### src/rtl/cordic_pipe_param.sv
// cordic_pipe_param: parametrised, fully pipelined circular CORDIC (rotation/vectoring per sample).
// Define CORDIC_GAIN_COMP_EN to add a registered 1/An gain-compensation stage before saturation.
module cordic_pipe_param #(
  parameter int WIDTH  = 16,
  parameter int STAGES = 16
) (
  input  logic             clk,
  input  logic             reset,
  input  logic             en,
  input  logic             in_valid,
  input  logic             in_mode,
  input  logic [WIDTH-1:0] x_in,
  input  logic [WIDTH-1:0] y_in,
  input  logic [WIDTH-1:0] z_in,
  output logic             out_valid,
  output logic             out_mode,
  output logic [WIDTH-1:0] x_out,
  output logic [WIDTH-1:0] y_out,
  output logic [WIDTH-1:0] z_out
);

  localparam int XW = WIDTH + 2;
  localparam int PW = 2 * XW;
  localparam logic [127:0] PI_Q = 128'd3454217652359;

  // atan(2^-i) in binary-angle units, from an integer Taylor series in Q40
  function automatic logic [STAGES*WIDTH-1:0] atan_tbl();
    logic [STAGES*WIDTH-1:0] t;
    logic [127:0] a;
    logic [127:0] p;
    logic [127:0] q;
    t = '0;
    for (int i = 0; i < STAGES; i++) begin
      if (i == 0) begin
        q = 128'(1) << (WIDTH - 3);
      end else begin
        a = '0;
        p = 128'(1) << (40 - i);
        for (int k = 0; k < 24; k++) begin
          if (k % 2 == 0) a = a + p / 128'(2 * k + 1);
          else            a = a - p / 128'(2 * k + 1);
          p = p >> (2 * i);
        end
        q = ((a << (WIDTH - 1)) + (PI_Q >> 1)) / PI_Q;
      end
      t[i*WIDTH +: WIDTH] = WIDTH'(q);
    end
    return t;
  endfunction

  localparam logic [STAGES*WIDTH-1:0] ATAN = atan_tbl();

  localparam logic signed [XW-1:0] SMAX = XW'(2 ** (WIDTH - 1) - 1);
  localparam logic signed [XW-1:0] SMIN = ~SMAX;

  function automatic logic [WIDTH-1:0] sat(logic signed [XW-1:0] v);
    if (v > SMAX) return WIDTH'(SMAX);
    if (v < SMIN) return WIDTH'(SMIN);
    return WIDTH'(v);
  endfunction

  logic signed [XW-1:0] xs [STAGES+1];
  logic signed [XW-1:0] ys [STAGES+1];
  logic [WIDTH-1:0]     zs [STAGES+1];
  logic                 vs [STAGES+1];
  logic                 ms [STAGES+1];

  logic signed [XW-1:0] xe;
  logic signed [XW-1:0] ye;
  logic                 flip;

  assign xe = {{2{x_in[WIDTH-1]}}, x_in};
  assign ye = {{2{y_in[WIDTH-1]}}, y_in};
  // fold the input into the right half-plane by a pi rotation
  assign flip = in_mode ? x_in[WIDTH-1]
                        : (z_in[WIDTH-1] ^ z_in[WIDTH-2]);

  always_ff @(posedge clk or posedge reset) begin
    if (reset) begin
      xs[0] <= '0;
      ys[0] <= '0;
      zs[0] <= '0;
      vs[0] <= 1'b0;
      ms[0] <= 1'b0;
    end else if (en) begin
      xs[0] <= flip ? -xe : xe;
      ys[0] <= flip ? -ye : ye;
      zs[0] <= {z_in[WIDTH-1] ^ flip, z_in[WIDTH-2:0]};
      vs[0] <= in_valid;
      ms[0] <= in_mode;
    end
  end

  for (genvar i = 0; i < STAGES; i++) begin : g_it
    localparam logic [WIDTH-1:0] A = ATAN[i*WIDTH +: WIDTH];
    logic signed [XW-1:0] xsh;
    logic signed [XW-1:0] ysh;
    logic                 dpos;

    assign xsh  = xs[i] >>> i;
    assign ysh  = ys[i] >>> i;
    assign dpos = ms[i] ? ys[i][XW-1] : ~zs[i][WIDTH-1];

    always_ff @(posedge clk or posedge reset) begin
      if (reset) begin
        xs[i+1] <= '0;
        ys[i+1] <= '0;
        zs[i+1] <= '0;
        vs[i+1] <= 1'b0;
        ms[i+1] <= 1'b0;
      end else if (en) begin
        xs[i+1] <= dpos ? xs[i] - ysh : xs[i] + ysh;
        ys[i+1] <= dpos ? ys[i] + xsh : ys[i] - xsh;
        zs[i+1] <= dpos ? zs[i] - A : zs[i] + A;
        vs[i+1] <= vs[i];
        ms[i+1] <= ms[i];
      end
    end
  end

  logic signed [XW-1:0] xf;
  logic signed [XW-1:0] yf;
  logic [WIDTH-1:0]     zf;
  logic                 vf;
  logic                 mf;

`ifdef CORDIC_GAIN_COMP_EN
  localparam longint KL =
    (64'sd6072529350 * (64'sd1 <<< (WIDTH + 1)) + 64'sd5000000000)
    / 64'sd10000000000;
  localparam logic signed [XW-1:0] KC = XW'(KL);
  localparam logic signed [PW-1:0] RND = PW'(1) <<< WIDTH;

  logic signed [PW-1:0] xp;
  logic signed [PW-1:0] yp;
  logic signed [XW-1:0] xc;
  logic signed [XW-1:0] yc;
  logic [WIDTH-1:0]     zc;
  logic                 vc;
  logic                 mc;

  assign xp = PW'(xs[STAGES]) * PW'(KC) + RND;
  assign yp = PW'(ys[STAGES]) * PW'(KC) + RND;

  always_ff @(posedge clk or posedge reset) begin
    if (reset) begin
      xc <= '0;
      yc <= '0;
      zc <= '0;
      vc <= 1'b0;
      mc <= 1'b0;
    end else if (en) begin
      xc <= XW'(xp >>> (WIDTH + 1));
      yc <= XW'(yp >>> (WIDTH + 1));
      zc <= zs[STAGES];
      vc <= vs[STAGES];
      mc <= ms[STAGES];
    end
  end

  assign xf = xc;
  assign yf = yc;
  assign zf = zc;
  assign vf = vc;
  assign mf = mc;
`else
  assign xf = xs[STAGES];
  assign yf = ys[STAGES];
  assign zf = zs[STAGES];
  assign vf = vs[STAGES];
  assign mf = ms[STAGES];
`endif

  always_ff @(posedge clk or posedge reset) begin
    if (reset) begin
      out_valid <= 1'b0;
      out_mode  <= 1'b0;
      x_out     <= '0;
      y_out     <= '0;
      z_out     <= '0;
    end else if (en) begin
      out_valid <= vf;
      if (vf) begin
        out_mode <= mf;
        x_out    <= sat(xf);
        y_out    <= sat(yf);
        z_out    <= zf;
      end
    end
  end

endmodule

### config.mk
export PLATFORM = sky130hd
export DESIGN_NAME = cordic_pipe_param
export DESIGN_NICKNAME = d
export VERILOG_FILES = /design/src/rtl/cordic_pipe_param.sv
export SDC_FILE = /design/constraint.sdc
export NUM_CORES = 2
export LEC_CHECK = 0
export CAP_MARGIN = 10
export CORE_MARGIN = 2
export CORE_UTILIZATION = 35
export CTS_CLUSTER_DIAMETER = 60
export DETAILED_ROUTE_END_ITERATION = 8
export PLACE_DENSITY_LB_ADDON = 0.1
export SLEW_MARGIN = 20
export SYNTH_ARGS = -nofsm -noshare
export SYNTH_HDL_FRONTEND = slang
export SYNTH_SLANG_ARGS = --single-unit
### constraint.sdc
create_clock -name clk -period 50.3 [get_ports clk]
set_clock_uncertainty 0.15 [all_clocks]
set_input_delay 5.03 -clock clk [delete_from_list [all_inputs] [get_ports clk]]
set_output_delay 5.03 -clock clk [all_outputs]
set_load 0.03 [all_outputs]
Yosys cells after proc, flatten, opt, wreduce, memory -nomap -nowiden
Cells that the tools add are included.
Widths: inputs -> output; s select.
Storage, ports and cells
  register bits after elaboration: 968
  output and inout port bits: 50
  word-level logic and storage cells: 296
  input port bits: 53
Cells by class
  bitwise operators: 18
  add/sub/neg operators: 95
  reductions and logical operators: 1
  $lt $le $gt $ge: 4
  multiplexer cells: 88
Operator list (number)
  $mux 18: 34
  $mux 16: 23
  $add 18x10->18: 2
  $add 18x11->18: 2
  $add 18x12->18: 2
  $add 18x13->18: 2
  $add 18x14->18: 2
  $add 18x15->18: 2
  $add 18x16->18: 2
  $add 18x17->18: 2
  $add 18x3->18: 2
  $add 18x4->18: 2
  $add 18x5->18: 2
  $add 18x6->18: 2
  $add 18x7->18: 2
  $add 18x8->18: 2
  $add 18x9->18: 2
  $gt 18x16->1 const B: 2
  $lt 18x16->1 const B: 2
  $neg 16->18: 2
  $sub 18x10->18: 2
  $sub 18x11->18: 2
  $sub 18x12->18: 2
  $sub 18x13->18: 2
  other kinds (45): 105

Logic depth before layout (Yosys ltp)
  depth in word-level cells: 9
  depth in mapped cells: 16
  depth with buffers taken out: 16

Worst setup path before layout
Ideal clock, no wire load.
  kind: input -> register
  from: input port en
  to: register ys, in the netlist g_it[13].ysh[4]
  setup time: 0.083 ns
  arrival time: 6.740 ns
  required time: 50.067 ns
  buffers on the path: 5
  slack: 43.327 ns
  cell stages on the path: 6
  cell sequence: clkbuf_1 clkbuf_1 clkbuf_1 clkbuf_1 buf_1 mux2i_1
RTL lines
  start, declared: RTL line 9  | input logic en,
  end signal, assigned by index: RTL line 113  | ys[i+1] <= dpos ? ys[i] + xsh : ys[i] - xsh;
  end, declared: RTL line 63  | logic signed [XW-1:0] ys [STAGES+1];
No word-level cell between the ends.

==> qor.yml <==
grt_max_degree: 167
synth_edf_count: 0
grt-ovfl-total: 0
syn_area_per_cell_um2: 8.98
final-setup-viol-count: 0
via_per_inst: 5.37
nNetsFinal: 9688
drive_gt1_frac: 0.107
synth-xor-area-share: 0.0918
drtIter0Drc: 3374
cts.repair.resized: 0
initial_core_util: 0.351
root_buffer: "clkbuf_16"
period_share: 0.157
ys_types: 94
tightest_slew_ns: 1.07
dpl.hpwl_mm: 155
r2r_slack_ns: 44.92
worst-path-buf-inv: 4
hold_buffers: 0
arrival_ns: 8.42
avgRoutedWirePerCell_um: 17.4
hold_class: "flop to flop"
syn_nets: 9692
critPathSlowestCell: "buf_4"
crit_chain: "buf_8 -> buf_4 -> buf_4 -> buf_4 -> nand3b_1 -> or3_1 -> o311ai_0"
cp.depth: 7
core_area_mm2: 0.224
rows: 174
synth_compound_area_frac: 0.197
htree_num_levels: 4
hold_ws_ns: 0.326
clk-insertion-delay-late_ns: 0.80
pin_count: 103
final.min_clock_period_ns: 7.88
yosysSeqAreaShare: 0.307
syn_inst: 8770
hold_depth: 2
die_h_um: 478
antenna_found_initial: 2
dp_cells: 11600
postCtsSetupRepairBufs: 0
setup_tns_ns: 0
clock_tree.buffer_depth: 3
synthSimpleGateAreaFrac: 0.145
async_reset_ff_frac: 1.00
die_area_mm2: 0.229
end_kind: "flop"
cts_tree: "done"
syn_to_final_growth_pct: 11.2
status: "complete, no violations"
grt_pass1_vias: 63300
grt_pass1_wl_mm: 340
synth.mux.area_fraction: 0.0862
critPathKind: "input pin to flop"
cp_max_fo: 77
ant_nets: 0
yosysWarnings: 0
synthFlopType: "dfrtp_1"
cts_sinks: 967
drt_pre_antenna_iters: 5
cp_top_family: "buffers and inverters"
reg2reg_depth: 14
dieWidth_um: 478
final_hold_viol_count: 0
wirelength_mm: 206
slowest_delay_ns: 0.74
required_ns: 50.84
nFillCells: 22700
vias: 63700
synth_fa_ha_area_frac: 0.143
yosys_register_bits: 967
drc: 0
gp_congestion: 0.846
cp-start-kind: "input pin"
finalNonFillerCells: 11900
grt_usage: 0.179
synth_top_family_by_area: "compound AO/OA/AOI/OAI gates"
rsz0062_at_grt: "false"
maxSlewViolCount: 0
clkTransAtPathRegs_ns: 0.06
max_slew_margin: 0.289
clock.fmax_ghz: 0.127
cts_buffers: 141
max-cap-violations: 0
syn_area_mm2: 0.0788
port_buffers: 102
crit_path_frequent_cell: "buf_4"
worst paths after layout:
check / start / endpoint
hold / removal: x_out[0] / x_out[0]
max in group asynchronous: reset / g_it[0].xsh[0]
hold reg to reg: x_out[0] / x_out[0]
min in group asynchronous: reset / ys[112]
setup / recovery: en / xf[16]
setup reg to reg: g_it[12].ysh[5] / g_it[13].xsh[2]
kinds of logic (layout without fill, tap and decap cells):
kind of cell	count (synthesis)	count (layout)
xor+xnor	826	826
simple gates	2475	2475
other cells	0	1
fa+ha+maj	869	869
buf+inv	637	744
compound gates	2385	2385
flops	967	967
mux	611	611
final cells by class:
cell class              count  area [µm²]  area share
multi-input cells        7166       52200       0.596
flip-flops and latches    967       24200       0.276
clock buffers             182        3910      0.0447
well taps                2992        3740      0.0428
repair buffers            157        1490      0.0170
inverters                 333        1260      0.0144
clock inverters            72         734     0.00839
diodes                      1        2.50   0.0000286
Yosys cell counts (61+ instances only):
cell type  instances  area [µm²]
and3_1            73         457
or3_1             88         551
nor2b_1           73         457
inv_1            324        1220
o31ai_1          120         901
nand2_1          691        2590
nor3_1           284        1420
o21a_1           106         796
clkbuf_1         268        1010
a31oi_1           97         607
ha_1             821       10300
dfrtp_1          967       24200
a211oi_1         133         998
xnor2_1          599        5250
mux2_2           537        6050
a21oi_1          675        3380
nor2_1           816        3060
nand3_1          164         821
nand2b_1          61         382
xor2_1           227        1990
o21bai_1          76         571
a21o_1           179        1340
o21ai_0          529        2650
mux2i_1           74         741
flip-flops by register name, summed over array words and instances (netlist names):
signal     cells
ms            16
xs           120
yf            18
vs            16
zs           256
g_it.ysh     168
vf             1
ys           119
y_out         16
xf            18
x_out         16
z_out         16
zf            16
mf             1
out_mode       1
g_it.xsh     168
out_valid      1
cell usage in the layout, fill, tap and decap left out, types with 88 or more instances in the layout:
cell type,n
dfrtp_1,967
ha_1,821
nor2_1,816
nand2_1,690
a21oi_1,672
xnor2_1,599
mux2_2,537
o21ai_0,529
inv_1,322
nor3_1,284
xor2_1,227
a21o_1,179
nand3_1,164
clkbuf_16,142
a211oi_1,133
o31ai_1,120
o21a_1,106
clkdlybuf4s50_1,101
a31oi_1,97
or3_1,88
through the flow:
stage / util / instance area (µm²) / setup slack (ns)
after floorplan: - / 78800 / 17.92
after global placement: 0.370 / 82900 / 41.47
after detailed placement: 0.370 / 82900 / 41.41
after CTS: 0.390 / 87500 / 42.30
after global routing: 0.390 / 87600 / 42.10
final: 0.390 / 87600 / 42.42
worst reg2reg max path, cell delays in order (launching register included):
cell       delay, ns
dfrtp_1         0.51
inv_1           0.35
mux2_2          0.69
inv_1           0.64
nor2_1          0.29
xnor2_1         0.22
ha_1            0.36
o21a_1          0.21
o31ai_1         0.12
nor4b_2         0.38
o311a_1         0.31
nor3_1          0.08
a2111oi_0       0.62
mux2i_1         0.25
nand3_1         0.08
metal layers:
layer / vias to the layer above / part of all wire / track usage
met4: 0 / 0.018 / 0.0391
met5: - / 0 / 0
met1: 30800 / 0.48 / 0.241
met3: 228 / 0.026 / 0.0220
met2: 680 / 0.48 / 0.304
li1: 32000 / - / -
Power is not shown: default switching activity piles up to over one toggle a cycle in this logic, so the estimate is an artifact.
